===== src/rtl/fc_ctrl_pkg.sv =====
`default_nettype none
// +----------------------------------------------------------------------------+
// | Module  : fc_ctrl_pkg                                                      |
// | Brief   : Shared types, default sizes and address-width helper for the     |
// |           Fully_Connected sequencer. Optional build macro: FC_BIAS_EN.     |
// | Revision: 1.0 - initial release                                            |
// +----------------------------------------------------------------------------+
package fc_ctrl_pkg;

    typedef enum logic [2:0] {
        IDLE  = 3'd0,
        CLEAR = 3'd1,
        ISSUE = 3'd2,
        DRAIN = 3'd3,
        DONE  = 3'd4
    } fc_state_t;

    localparam int DEFAULT_IFM_DEPTH    = 120;
    localparam int DEFAULT_NUMBER_OF_WM = 84;
    localparam int DEFAULT_RD_LAT       = 1;
    localparam int DEFAULT_ACC_LAT      = 2;

`ifdef FC_BIAS_EN
    localparam int FC_BIAS_WORDS = 1;
`else
    localparam int FC_BIAS_WORDS = 0;
`endif

    // The bias word sits at address IFM_DEPTH, right after the weights.
    function automatic int fc_wm_addr_width(input int depth);
        return $clog2(depth + FC_BIAS_WORDS);
    endfunction

endpackage
`default_nettype wire


===== src/rtl/fc_layer_sequencer_if.sv =====
`default_nettype none
// +----------------------------------------------------------------------------+
// | Module  : fc_layer_sequencer_if                                            |
// | Brief   : Control/address bundle between layer controller and sequencer.   |
// |           Optional build macro: FC_BIAS_EN (adds bias_sel).                |
// | Revision: 1.0 - initial release                                            |
// +----------------------------------------------------------------------------+
interface fc_layer_sequencer_if
    import fc_ctrl_pkg::*;
#(
    parameter int ADDRESS_BUS     = 19,
    parameter int ADDRESS_SIZE_WM = fc_wm_addr_width(DEFAULT_IFM_DEPTH)
);
    logic                       start;
    logic                       hold;
    logic [ADDRESS_BUS-1:0]     ifm_base;
    logic [ADDRESS_BUS-1:0]     ifm_addr;
    logic [ADDRESS_SIZE_WM-1:0] wm_addr;
    logic                       rd_en;
    logic                       acc_clr;
    logic                       acc_en;
    logic                       busy;
    logic                       done;
`ifdef FC_BIAS_EN
    logic                       bias_sel;
`endif

    modport master (
        output start, hold, ifm_base,
        input  ifm_addr, wm_addr, rd_en, acc_clr, acc_en, busy, done
`ifdef FC_BIAS_EN
        , input bias_sel
`endif
    );

    modport slave (
        input  start, hold, ifm_base,
        output ifm_addr, wm_addr, rd_en, acc_clr, acc_en, busy, done
`ifdef FC_BIAS_EN
        , output bias_sel
`endif
    );

endinterface
`default_nettype wire


===== src/rtl/fc_valid_delay.sv =====
`default_nettype none
// +----------------------------------------------------------------------------+
// | Module  : fc_valid_delay                                                   |
// | Brief   : DEPTH-stage valid shift register with occupancy flags.           |
// | Revision: 1.0 - initial release                                            |
// +----------------------------------------------------------------------------+
module fc_valid_delay #(
    parameter int DEPTH = 1
) (
    input  wire logic clk,
    input  wire logic rst_n,
    input  wire logic valid_in,
    output logic      valid_out,
    output logic      empty,
    output logic      empty_next
);
    logic [DEPTH-1:0] r_line;

    generate
        if (DEPTH == 1) begin : g_single
            always_ff @(posedge clk or negedge rst_n) begin
                if (!rst_n) r_line <= '0;
                else        r_line <= valid_in;
            end
            assign empty_next = ~valid_in;
        end else begin : g_multi
            always_ff @(posedge clk or negedge rst_n) begin
                if (!rst_n) r_line <= '0;
                else        r_line <= {r_line[DEPTH-2:0], valid_in};
            end
            // Only the output stage may still be set: the line is empty after this shift.
            assign empty_next = ~valid_in & ~(|r_line[DEPTH-2:0]);
        end
    endgenerate

    assign valid_out = r_line[DEPTH-1];
    assign empty     = ~(|r_line);

endmodule
`default_nettype wire


===== src/rtl/fc_layer_sequencer.sv =====
`default_nettype none
// +----------------------------------------------------------------------------+
// | Module  : fc_layer_sequencer                                               |
// | Brief   : Walks IFM elements, issues IFM/weight reads and aligns accumulator|
// |           strobes. Optional build macro: FC_BIAS_EN (extra bias read).     |
// | Revision: 1.0 - initial release                                            |
// +----------------------------------------------------------------------------+
module fc_layer_sequencer
    import fc_ctrl_pkg::*;
#(
    parameter int IFM_DEPTH       = DEFAULT_IFM_DEPTH,
    parameter int NUMBER_OF_WM    = DEFAULT_NUMBER_OF_WM,
    parameter int ADDRESS_SIZE_WM = fc_wm_addr_width(IFM_DEPTH),
    parameter int ADDRESS_BUS     = 19,
    parameter int RD_LAT          = DEFAULT_RD_LAT,
    parameter int ACC_LAT         = DEFAULT_ACC_LAT
) (
    input  wire logic             clk,
    input  wire logic             rst_n,
    fc_layer_sequencer_if.slave   bus
);
    localparam logic [ADDRESS_SIZE_WM-1:0] c_last_idx  = ADDRESS_SIZE_WM'(IFM_DEPTH - 1);
    localparam logic [ADDRESS_SIZE_WM-1:0] c_final_idx = ADDRESS_SIZE_WM'(IFM_DEPTH - 1 + FC_BIAS_WORDS);
    localparam logic [2:0]                 c_acc_lat   = 3'(ACC_LAT);

    fc_state_t                  r_state, w_state_nxt;
    logic [ADDRESS_SIZE_WM-1:0] r_idx;
    logic [ADDRESS_BUS-1:0]     r_ifm_addr;
    logic [2:0]                 r_drain_cnt, w_drain_cnt_nxt;
    logic                       w_issue;
    logic                       w_acc_en;
    logic                       w_dly_empty;
    logic                       w_dly_empty_next;

    assign w_issue = (r_state == ISSUE) && !bus.hold;

    fc_valid_delay #(.DEPTH(RD_LAT)) u_valid_delay (
        .clk        (clk),
        .rst_n      (rst_n),
        .valid_in   (w_issue),
        .valid_out  (w_acc_en),
        .empty      (w_dly_empty),
        .empty_next (w_dly_empty_next)
    );

    always_comb begin
        w_state_nxt     = r_state;
        w_drain_cnt_nxt = r_drain_cnt;
        case (r_state)
            IDLE:  if (bus.start) w_state_nxt = CLEAR;
            CLEAR: w_state_nxt = ISSUE;
            ISSUE: begin
                if (w_issue && (r_idx == c_final_idx)) begin
                    w_state_nxt     = DRAIN;
                    w_drain_cnt_nxt = '0;
                end
            end
            DRAIN: begin
                // ACC_LAT counts from the first cycle with no read left in flight.
                if (w_dly_empty_next) begin
                    if (r_drain_cnt == c_acc_lat) w_state_nxt = DONE;
                    else                          w_drain_cnt_nxt = r_drain_cnt + 3'd1;
                end
            end
            DONE:    w_state_nxt = IDLE;
            default: w_state_nxt = IDLE;
        endcase
    end

    always_ff @(posedge clk or negedge rst_n) begin
        if (!rst_n) begin
            r_state     <= IDLE;
            r_drain_cnt <= '0;
        end else begin
            r_state     <= w_state_nxt;
            r_drain_cnt <= w_drain_cnt_nxt;
        end
    end

    always_ff @(posedge clk or negedge rst_n) begin
        if (!rst_n) begin
            r_idx      <= '0;
            r_ifm_addr <= '0;
        end else if ((r_state == IDLE) && bus.start) begin
            r_idx      <= '0;
            r_ifm_addr <= bus.ifm_base;
        end else if (w_issue && (r_idx != c_final_idx)) begin
            r_idx <= r_idx + ADDRESS_SIZE_WM'(1);
            // The bias read reuses the last IFM address.
            if (r_idx != c_last_idx) r_ifm_addr <= r_ifm_addr + ADDRESS_BUS'(1);
        end
    end

    always_ff @(posedge clk) begin
        if (rst_n) begin
            assert (NUMBER_OF_WM > 0 && RD_LAT >= 1 && RD_LAT <= 4 && ACC_LAT >= 0 && ACC_LAT <= 7);
            assert (r_idx <= c_final_idx);
            assert ((r_state != DONE) || w_dly_empty);
        end
    end

    assign bus.ifm_addr = r_ifm_addr;
    assign bus.wm_addr  = r_idx;
    assign bus.rd_en    = w_issue;
    assign bus.acc_clr  = (r_state == CLEAR);
    assign bus.acc_en   = w_acc_en;
    assign bus.busy     = (r_state != IDLE);
    assign bus.done     = (r_state == DONE);
`ifdef FC_BIAS_EN
    assign bus.bias_sel = w_issue && (r_idx == c_final_idx);
`endif

endmodule
`default_nettype wire


===== src/flat_wrapper.sv =====
// flat-port wrapper written by rule: the top's interface ports become plain ports
module fc_layer_sequencer_flat import fc_ctrl_pkg::*;
#(
    parameter int IFM_DEPTH       = DEFAULT_IFM_DEPTH,
    parameter int NUMBER_OF_WM    = DEFAULT_NUMBER_OF_WM,
    parameter int ADDRESS_SIZE_WM = fc_wm_addr_width(IFM_DEPTH),
    parameter int ADDRESS_BUS     = 19,
    parameter int RD_LAT          = DEFAULT_RD_LAT,
    parameter int ACC_LAT         = DEFAULT_ACC_LAT
)
  (clk, rst_n, bus_start, bus_hold, bus_ifm_base, bus_ifm_addr, bus_wm_addr, bus_rd_en, bus_acc_clr, bus_acc_en, bus_busy, bus_done);
  fc_layer_sequencer_if #(.ADDRESS_BUS(ADDRESS_BUS), .ADDRESS_SIZE_WM(ADDRESS_SIZE_WM)) bus_i ();
  input  wire logic clk;
  input  wire logic rst_n;
  input wire logic [$bits(bus_i.start)-1:0] bus_start;
  input wire logic [$bits(bus_i.hold)-1:0] bus_hold;
  input wire logic [$bits(bus_i.ifm_base)-1:0] bus_ifm_base;
  output wire logic [$bits(bus_i.ifm_addr)-1:0] bus_ifm_addr;
  output wire logic [$bits(bus_i.wm_addr)-1:0] bus_wm_addr;
  output wire logic [$bits(bus_i.rd_en)-1:0] bus_rd_en;
  output wire logic [$bits(bus_i.acc_clr)-1:0] bus_acc_clr;
  output wire logic [$bits(bus_i.acc_en)-1:0] bus_acc_en;
  output wire logic [$bits(bus_i.busy)-1:0] bus_busy;
  output wire logic [$bits(bus_i.done)-1:0] bus_done;
  assign bus_i.start = bus_start;
  assign bus_i.hold = bus_hold;
  assign bus_i.ifm_base = bus_ifm_base;
  assign bus_ifm_addr = bus_i.ifm_addr;
  assign bus_wm_addr = bus_i.wm_addr;
  assign bus_rd_en = bus_i.rd_en;
  assign bus_acc_clr = bus_i.acc_clr;
  assign bus_acc_en = bus_i.acc_en;
  assign bus_busy = bus_i.busy;
  assign bus_done = bus_i.done;
  fc_layer_sequencer #(.IFM_DEPTH(IFM_DEPTH), .NUMBER_OF_WM(NUMBER_OF_WM), .ADDRESS_SIZE_WM(ADDRESS_SIZE_WM), .ADDRESS_BUS(ADDRESS_BUS), .RD_LAT(RD_LAT), .ACC_LAT(ACC_LAT)) u_core (.clk(clk), .rst_n(rst_n), .bus(bus_i));
endmodule

===== config.mk =====
export PLATFORM = sky130hd
export DESIGN_NAME = fc_layer_sequencer_flat
export DESIGN_NICKNAME = d
export VERILOG_FILES = /design/src/rtl/fc_ctrl_pkg.sv /design/src/rtl/fc_layer_sequencer_if.sv /design/src/rtl/fc_valid_delay.sv /design/src/rtl/fc_layer_sequencer.sv /design/src/flat_wrapper.sv
export SDC_FILE = /design/constraint.sdc
export NUM_CORES = 1
export LEC_CHECK = 0
export ABC_AREA = 1
export ABC_CLOCK_PERIOD_IN_PS = 2500
export CAP_MARGIN = 40
export CORE_ASPECT_RATIO = 1.75
export CORE_UTILIZATION = 55
export CTS_BUF_LIST = sky130_fd_sc_hd__clkbuf_8
export DETAILED_ROUTE_END_ITERATION = 8
export MAX_ROUTING_LAYER = met4
export PLACE_DENSITY = 0.88
export RECOVER_POWER = 25
export SLEW_MARGIN = 10
export SYNTH_ARGS = -nofsm -noshare
export SYNTH_HDL_FRONTEND = slang
export SYNTH_SLANG_ARGS = --single-unit

===== constraint.sdc =====
create_clock -name clk -period 2.5 [get_ports clk]
set_clock_uncertainty 0.2 [all_clocks]
set_input_delay 0.625 -clock clk [delete_from_list [all_inputs] [get_ports clk]]
set_output_delay 0.625 -clock clk [all_outputs]
set_load 0.01 [all_outputs]

==> flow_summary_export.csv, run 1 <==
group,metric,value,unit
placement,dp_cells,405,
setup_path,start_kind,"flop",
logic_synthesis,synthesis.nets,332,
timing,finalMaxSlewViolations,0,
timing,final-setup-viol-count,0,
timing,period_needed,2.42,ns
setup_path,crit_path_top_delay_cell,"sky130_fd_sc_hd__clkdlybuf4s50_1",
placement,placed_cell_area,0.00275,sq mm
setup_path,critPathArrivalTime,1.60,ns
power_and_ir_drop,seq_power_share,33.9,%
drt,drc,0,
final_layout,final_nets,392,
die,initial_core_util,57.1,%
timing,clock.fmax,413,MHz
timing,worst-slew-pin-transition,0.828,ns
logic_synthesis,ys_seq_area_share,37.8,%
clocking,ctsRootBufferMaster,"sky130_fd_sc_hd__clkbuf_8",
global_routing,global_route_wire_length_before_repair,8900,um
setup_path,timing.critical_path.fanout_max,4,
die,design.core.area,0.00383,sq mm
setup_path,reg2regPathDepth,9,
clocking,cts.clk_slew.worst_paths,0.07,ns
global_routing,remaining_global_route_overflow,0,
clocking,cts_hold_buffers,0,
clocking,htree_num_levels,2,
die,placementRows,30,
clocking,worstSkewPairLatency,0.29,ns
run,max_cap_violations,0,
drt,vias,2171,
setup_path,max_stage_delay,0.53,ns
final_layout,utilization,74.1,%
setup_path,critical_path.top_delay_family,"buffers and inverters",
final_layout,multiInputGateArea,0.00116,sq mm
power_and_ir_drop,combinationalPowerShare,53.0,%
hold_path,timing.hold.worst_path_depth,2,
die,die_width,49.7,um
power_and_ir_drop,switchingPower,0.00132,W
power_and_ir_drop,clk_network_pwr_share,13.0,%
die,io_pins,54,
power_and_ir_drop,design_power,0.00302,W
power_and_ir_drop,power.leakage,1.33,nW
logic_synthesis,post_synth.cell_area_avg,7.17,sq um
placement,finalWeightedCongestion,0.888,
timing,share_of_the_clock_period_used_by_the_worst_path_after_layout,96.9,%
final_layout,insertedDiodeCount,0,
timing,rsz0062_at_grt,"no",
power_and_ir_drop,power_density_over_the_cells,1060,mW/mm^2
logic_synthesis,synth_area,0.00219,sq mm
hold_path,holdCritPathClass,"reg -> reg",
final_layout,drive_above_1_share,8.20,%
final_layout,postLayoutCellArea,0.00284,sq mm
logic_synthesis,synth_cell_types,34,
setup_path,required,1.67,ns
placement,preCtsSetupSlack,-0.134,ns
global_routing,grt_usage,28.4,%
setup_path,critical_path_class,"reg -> out",
clocking,clock_tree.buffer_depth,2,
final_layout,final_instance_count_without_filler_cells,414,
drt,detailedRoute.firstIterationViolations,37,
final_layout,regArea,826,sq um
timing,timing_hold_violations_final,0,
clocking,clock-sinks,33,
timing,maxSlewHeadroom,44.8,%
final_layout,areaGrowthSynthToFinish,29.8,%
placement,buffers_on_ports,53,
setup_path,cp-end-kind,"output pin",
power_and_ir_drop,vdd_drop_max,0.000723,V
die,die_area,0.00424,sq mm
drt,route.detailed.vias_per_inst,5.24,
logic_synthesis,yosys_warnings,0,
global_routing,first_global_vias,2158,
die,die_y,85.4,um
status,run_status,"completed",
drt,routedWlPerCell,12.8,um
logic_synthesis,synth_seq_cells,33,
setup_path,critical_path.cell_chain,"nor2_4 > nand2_4 > nor2_8 > clkdlybuf4s50_1",
drt,antenna_left,0,
final_layout,total_of_fill_cells_in_the_finished_design,316,
power_and_ir_drop,internal_power,0.00169,W
global_routing,grt_max_degree,34,
logic_synthesis,cells_after_synthesis,305,
global_routing,antenna_violations_before_repair,0,
drt,finalWirelength,5290,um
timing,fin_ws,0.0779,ns
clocking,cts_tree,"built",
setup_path,cp_num_buf_inv,1,
drt,firstDrtPassIters,4,
power_and_ir_drop,switching_portion_of_total_power,43.9,%
clocking,cts-buffers-inserted,5,
setup_path,critical_path_depth,4,
placement,detailed_place_hpwl,4010,um
routing by layer:
metal  wire length, um  global-route usage [%]
met3               162                    4.12
met5                 0                       -
met1              1930                    26.1
met4               167                    15.6
met2              3030                    53.4
sequential cells by signal (all words and copies together), names as in the netlist:
register and cells:
u_core.r_drain_cnt 3, u_core.bus.wm_addr 7, u_core.u_valid_delay.valid_out 1, u_core.bus.ifm_addr 19, u_core.r_state 3
worst paths after layout:
path / startpoint / end / slack [ns]
worst max-delay path: u_core.r_state[2] / bus_rd_en / 0.08
worst min-delay path: u_core.r_drain_cnt[2] / u_core.r_drain_cnt[2] / 0.34
worst max register to register: u_core.r_state[2] / u_core.bus.wm_addr[5] / 0.67
worst min register to register: u_core.r_drain_cnt[2] / u_core.r_drain_cnt[2] / 0.34
max in group asynchronous: rst_n / u_core.bus.ifm_addr[15] / 0.81
min in group asynchronous: rst_n / u_core.bus.ifm_addr[18] / 0.76
kinds of logic after synthesis:
| group | after synthesis | synth area share, % |
|---|---|---|
| and+or+nand+nor | 190 | 39.6 |
| buffers and inverters | 40 | 9.04 |
| xor gates and xnor gates | 6 | 2.40 |
| adders and majority gates | 4 | 2.29 |
| AOI/OAI and AO/OA | 32 | 8.93 |
| DFF | 33 | 37.8 |
cell type report:
type                    instances  area share (%)
clock buffers                   5            2.43
clock inverters                 3           0.485
inverters                      33            4.46
multi-input cells             232            41.0
flip-flops and latches         33            29.1
well taps                      48            2.12
repair buffers                 60            20.4
synth_stat cells:
master                     number  area share, %
sky130_fd_sc_hd__buf_2          1           0.23
sky130_fd_sc_hd__and3_1         1           0.29
sky130_fd_sc_hd__nand3_4        1           0.80
sky130_fd_sc_hd__nor2_4         1           0.52
sky130_fd_sc_hd__nand2_8        1           0.92
sky130_fd_sc_hd__xor2_1         4            1.6
sky130_fd_sc_hd__dfrtp_1       33             38
sky130_fd_sc_hd__o21ai_2        3            1.2
sky130_fd_sc_hd__o21ai_0       16            3.7
sky130_fd_sc_hd__nand4_1        5            1.4
sky130_fd_sc_hd__inv_4          1           0.29
sky130_fd_sc_hd__ha_1           4            2.3
sky130_fd_sc_hd__nand3_2        1           0.46
sky130_fd_sc_hd__a21oi_1        1           0.23
sky130_fd_sc_hd__nor3_1         7            1.6
sky130_fd_sc_hd__o22ai_1        2           0.57
sky130_fd_sc_hd__o21bai_1       3            1.0
sky130_fd_sc_hd__nand3b_1       4            1.4
sky130_fd_sc_hd__nand2_4        2            1.0
sky130_fd_sc_hd__o21ai_1        2           0.46
sky130_fd_sc_hd__inv_1         31            5.3
sky130_fd_sc_hd__o211ai_1       2           0.69
sky130_fd_sc_hd__buf_4          1           0.34
sky130_fd_sc_hd__inv_2          1           0.17
sky130_fd_sc_hd__xnor2_1        2           0.80
sky130_fd_sc_hd__nor2_8         1           0.92
sky130_fd_sc_hd__a31oi_1        2           0.57
sky130_fd_sc_hd__clkbuf_8       1           0.63
sky130_fd_sc_hd__buf_6          4            2.1
sky130_fd_sc_hd__nand3_1       24            5.5
sky130_fd_sc_hd__o221a_2        1           0.52
sky130_fd_sc_hd__nor2_1        60             10
sky130_fd_sc_hd__or2_2          3           0.86
sky130_fd_sc_hd__nand2_1       79             14
metrics by stage:
step | hold slack (ns) | setup TNS, ns
after floorplan | 0.129 | 0
after global placement | 0.321 | -0.133
after detailed placement | 0.331 | -0.134
after CTS | 0.341 | 0
after global routing | 0.366 | 0
final | 0.344 | 0
worst register-to-register path: stages (launching register included):
cell and delay, ns:
sky130_fd_sc_hd__dfrtp_1 0.43, sky130_fd_sc_hd__nor2_4 0.16, sky130_fd_sc_hd__nand2_4 0.09, sky130_fd_sc_hd__nor2_8 0.09, sky130_fd_sc_hd__buf_4 0.14, sky130_fd_sc_hd__nand2_4 0.09
sky130_fd_sc_hd__buf_4 0.17, sky130_fd_sc_hd__nor2_1 0.11, sky130_fd_sc_hd__xor2_1 0.17, sky130_fd_sc_hd__nor2_1 0.06
layout by cell type, fill, tap and decap left out, types with 2 or more instances in the layout:
cell type,instances
sky130_fd_sc_hd__o22ai_1,2
sky130_fd_sc_hd__o21bai_1,3
sky130_fd_sc_hd__nand3_1,24
sky130_fd_sc_hd__nand4_1,5
sky130_fd_sc_hd__inv_1,32
sky130_fd_sc_hd__dfrtp_1,33
sky130_fd_sc_hd__buf_4,6
sky130_fd_sc_hd__a31oi_1,2
sky130_fd_sc_hd__clkbuf_8,5
sky130_fd_sc_hd__clkinv_2,2
sky130_fd_sc_hd__xor2_1,4
sky130_fd_sc_hd__ha_1,4
sky130_fd_sc_hd__nand2_4,2
sky130_fd_sc_hd__o21ai_2,3
sky130_fd_sc_hd__or2_2,3
sky130_fd_sc_hd__clkdlybuf4s50_1,51
sky130_fd_sc_hd__nor2_1,60
sky130_fd_sc_hd__o21ai_0,16
sky130_fd_sc_hd__xnor2_1,2
sky130_fd_sc_hd__nand2_1,79
sky130_fd_sc_hd__nand3b_1,4
sky130_fd_sc_hd__nor3_1,7
sky130_fd_sc_hd__o21ai_1,2
sky130_fd_sc_hd__o211ai_1,2
power groups by stage:
| stage | logic, W | clock network (W) | registers [W] |
|---|---|---|---|
| after floorplan | 0.000970 | 0 | 0.00104 |
| after global placement | 0.00154 | 0 | 0.00102 |
| after detailed placement | 0.00159 | 0 | 0.00103 |
| after CTS | 0.00160 | 0.000402 | 0.00102 |
| after global routing | 0.00177 | 0.000419 | 0.00106 |
| final | 0.00160 | 0.000393 | 0.00102 |
repair_timing:
| item | 4_1_cts | 5_1_grt |
|---|---|---|
| setup endpoints to repair | 1 | 1 |
| resized for setup | 1 | 0 |
| gates cloned | 0 | 0 |
| pin swaps | 1 | 1 |
| setup buffers | 0 | 1 |
Power figures use the tool's default switching activity.
==> inputs of run 2 (changes only) <==
--- a/config.mk
+++ b/config.mk
@@ -15,6 +15,7 @@
 export MAX_ROUTING_LAYER = met4
 export PLACE_DENSITY = 0.88
 export RECOVER_POWER = 25
+export SKIP_CTS_REPAIR_TIMING = 1
 export SLEW_MARGIN = 10
 export SYNTH_ARGS = -nofsm -noshare
 export SYNTH_HDL_FRONTEND = slang
==> run 2 against run 1 <==
Power hardly changed. Sequential cell count stayed put. Largest cell class unchanged. Sequential power hardly changed. Via count is 0.60% higher. Global-route usage stayed put. Worst setup slack better by 0.016 ns. Critical path depth stayed put. Combinational power hardly changed. Critical endpoint unchanged.
==> flow_summary_export.csv, run 2 (same netlist as run 1, synthesis figures left out) <==
group,metric,value,unit
global_routing,global_route_wire_length_before_repair,8900,um
drt,drc,0,
placement,finalWeightedCongestion,0.888,
die,die_width,49.7,um
die,initial_core_util,57.1,%
power_and_ir_drop,clk_network_pwr_share,13.0,%
power_and_ir_drop,power_density_over_the_cells,1060,mW/mm^2
die,die_y,85.4,um
die,design.core.area,0.00383,sq mm
die,die_area,0.00424,sq mm
clocking,clock_tree.buffer_depth,2,
global_routing,grt_usage,28.4,%
setup_path,crit_path_top_delay_cell,"sky130_fd_sc_hd__clkdlybuf4s50_1",
power_and_ir_drop,seq_power_share,33.9,%
setup_path,cp-end-kind,"output pin",
clocking,clock-sinks,33,
timing,rsz0062_at_grt,"no",
timing,final-setup-viol-count,0,
power_and_ir_drop,switchingPower,0.00132,W
clocking,htree_num_levels,2,
die,io_pins,54,
final_layout,layout.cells.most_common_list,"79 x sky130_fd_sc_hd__nand2_1, 60 x sky130_fd_sc_hd__nor2_1, 51 x sky130_fd_sc_hd__clkdlybuf4s50_1",
clocking,cts_tree,"built",
setup_path,critPathArrivalTime,1.58,ns
clocking,cts-buffers-inserted,5,
final_layout,multiInputGateArea,0.00116,sq mm
setup_path,critical_path_class,"reg -> out",
clocking,cts.clk_slew.worst_paths,0.07,ns
final_layout,total_of_fill_cells_in_the_finished_design,315,
final_layout,regArea,826,sq um
final_layout,postLayoutCellArea,0.00284,sq mm
drt,firstDrtPassIters,4,
drt,antenna_left,0,
drt,routedWlPerCell,12.8,um
global_routing,remaining_global_route_overflow,0,
final_layout,insertedDiodeCount,0,
placement,placed_cell_area,0.00275,sq mm
timing,worst-slew-pin-transition,0.828,ns
timing,clock.fmax,416,MHz
power_and_ir_drop,internal_power,0.00170,W
power_and_ir_drop,switching_portion_of_total_power,43.8,%
status,run_status,"completed",
power_and_ir_drop,design_power,0.00302,W
final_layout,areaGrowthSynthToFinish,29.9,%
timing,finalHoldWorstSlack,0.342,ns
die,placementRows,30,
clocking,ctsRootBufferMaster,"sky130_fd_sc_hd__clkbuf_8",
placement,buffers_on_ports,53,
drt,route.detailed.vias_per_inst,5.28,
final_layout,final_nets,392,
power_and_ir_drop,combinationalPowerShare,53.1,%
power_and_ir_drop,power.leakage,1.34,nW
timing,period_needed,2.41,ns
hold_path,holdCritPathClass,"reg -> reg",
setup_path,timing.critical_path.fanout_max,4,
global_routing,grt_max_degree,34,
timing,timing_hold_violations_final,0,
placement,detailed_place_hpwl,4010,um
global_routing,antenna_violations_before_repair,0,
final_layout,drive_above_1_share,8.20,%
final_layout,layout_commonest_cell,"sky130_fd_sc_hd__nand2_1",
timing,finalMaxSlewViolations,0,
run,max_cap_violations,0,
setup_path,required,1.67,ns
setup_path,start_kind,"flop",
setup_path,max_stage_delay,0.53,ns
timing,timing.setup.tns,0,ns
drt,vias,2184,
final_layout,largest_register_ffs,19,
setup_path,critical_path.cell_chain,"nor2_4 > nand2_4 > nor2_8 > clkdlybuf4s50_1",
power_and_ir_drop,vdd_drop_max,0.000721,V
clocking,worstSkewPairLatency,0.29,ns
global_routing,first_global_vias,2159,
drt,detailedRoute.firstIterationViolations,37,
final_layout,utilization,74.2,%
timing,maxSlewHeadroom,44.8,%
drt,finalWirelength,5280,um
timing,share_of_the_clock_period_used_by_the_worst_path_after_layout,96.2,%
==> run 2: power by group through the flow <==
| stage | Clock (W) | Sequential, W | Combinational [W] |
|---|---|---|---|
| finish | 0.000391 | 0.00102 | 0.00160 |
| global placement | 0 | 0.00102 | 0.00154 |
| detailed placement | 0 | 0.00103 | 0.00159 |
| floorplan | 0 | 0.00104 | 0.000970 |
| global route | 0.000419 | 0.00106 | 0.00177 |
| CTS | 0.000402 | 0.00102 | 0.00160 |
==> run 2: stage by stage <==
step                worst slack (ns)  std cells
global placement              -0.133        405
global route                  0.0400        414
floorplan                      0.854        305
finish                        0.0944        414
CTS                           -0.140        413
detailed placement            -0.134        405
==> run 2: final timing paths <==
check / cells past startpoint / startpoint / slack, ns / endpoint
max: 4 / u_core.r_state[0] / 0.09 / bus_rd_en
min: 2 / u_core.r_drain_cnt[2] / 0.34 / u_core.r_drain_cnt[2]
max reg2reg: 9 / u_core.bus.wm_addr[4] / 0.68 / u_core.bus.ifm_addr[12]
min reg2reg: 2 / u_core.r_drain_cnt[2] / 0.34 / u_core.r_drain_cnt[2]
max in group asynchronous: 2 / rst_n / 0.81 / u_core.bus.ifm_addr[15]
min in group asynchronous: 2 / rst_n / 0.76 / u_core.bus.ifm_addr[18]
==> run 2: layout make-up <==
| cell class | instances | area share, % |
|---|---|---|
| clock buffer | 5 | 2.42 |
| clock inverter | 3 | 0.485 |
| inverter | 33 | 4.45 |
| multi-input combinational | 232 | 40.9 |
| sequential | 33 | 29.1 |
| tap | 48 | 2.11 |
| timing repair buffer | 60 | 20.5 |
==> run 2: critical path: cells and delay by family, from the launching register on <==
kind                   cells  cell delay (ns)
DFF                        1             0.42
buffers and inverters      1             0.53
and+or+nand+nor            3             0.34
==> run 2: per-layer routing <==
layer | vias up | track usage, % | wire length [um]
met2 | 60 | 53.4 | 3060
met1 | 1014 | 26.1 | 1890
li1 | 1097 | - | -
met3 | 13 | 4.12 | 173
met5 | - | - | 0
met4 | 0 | 15.6 | 159
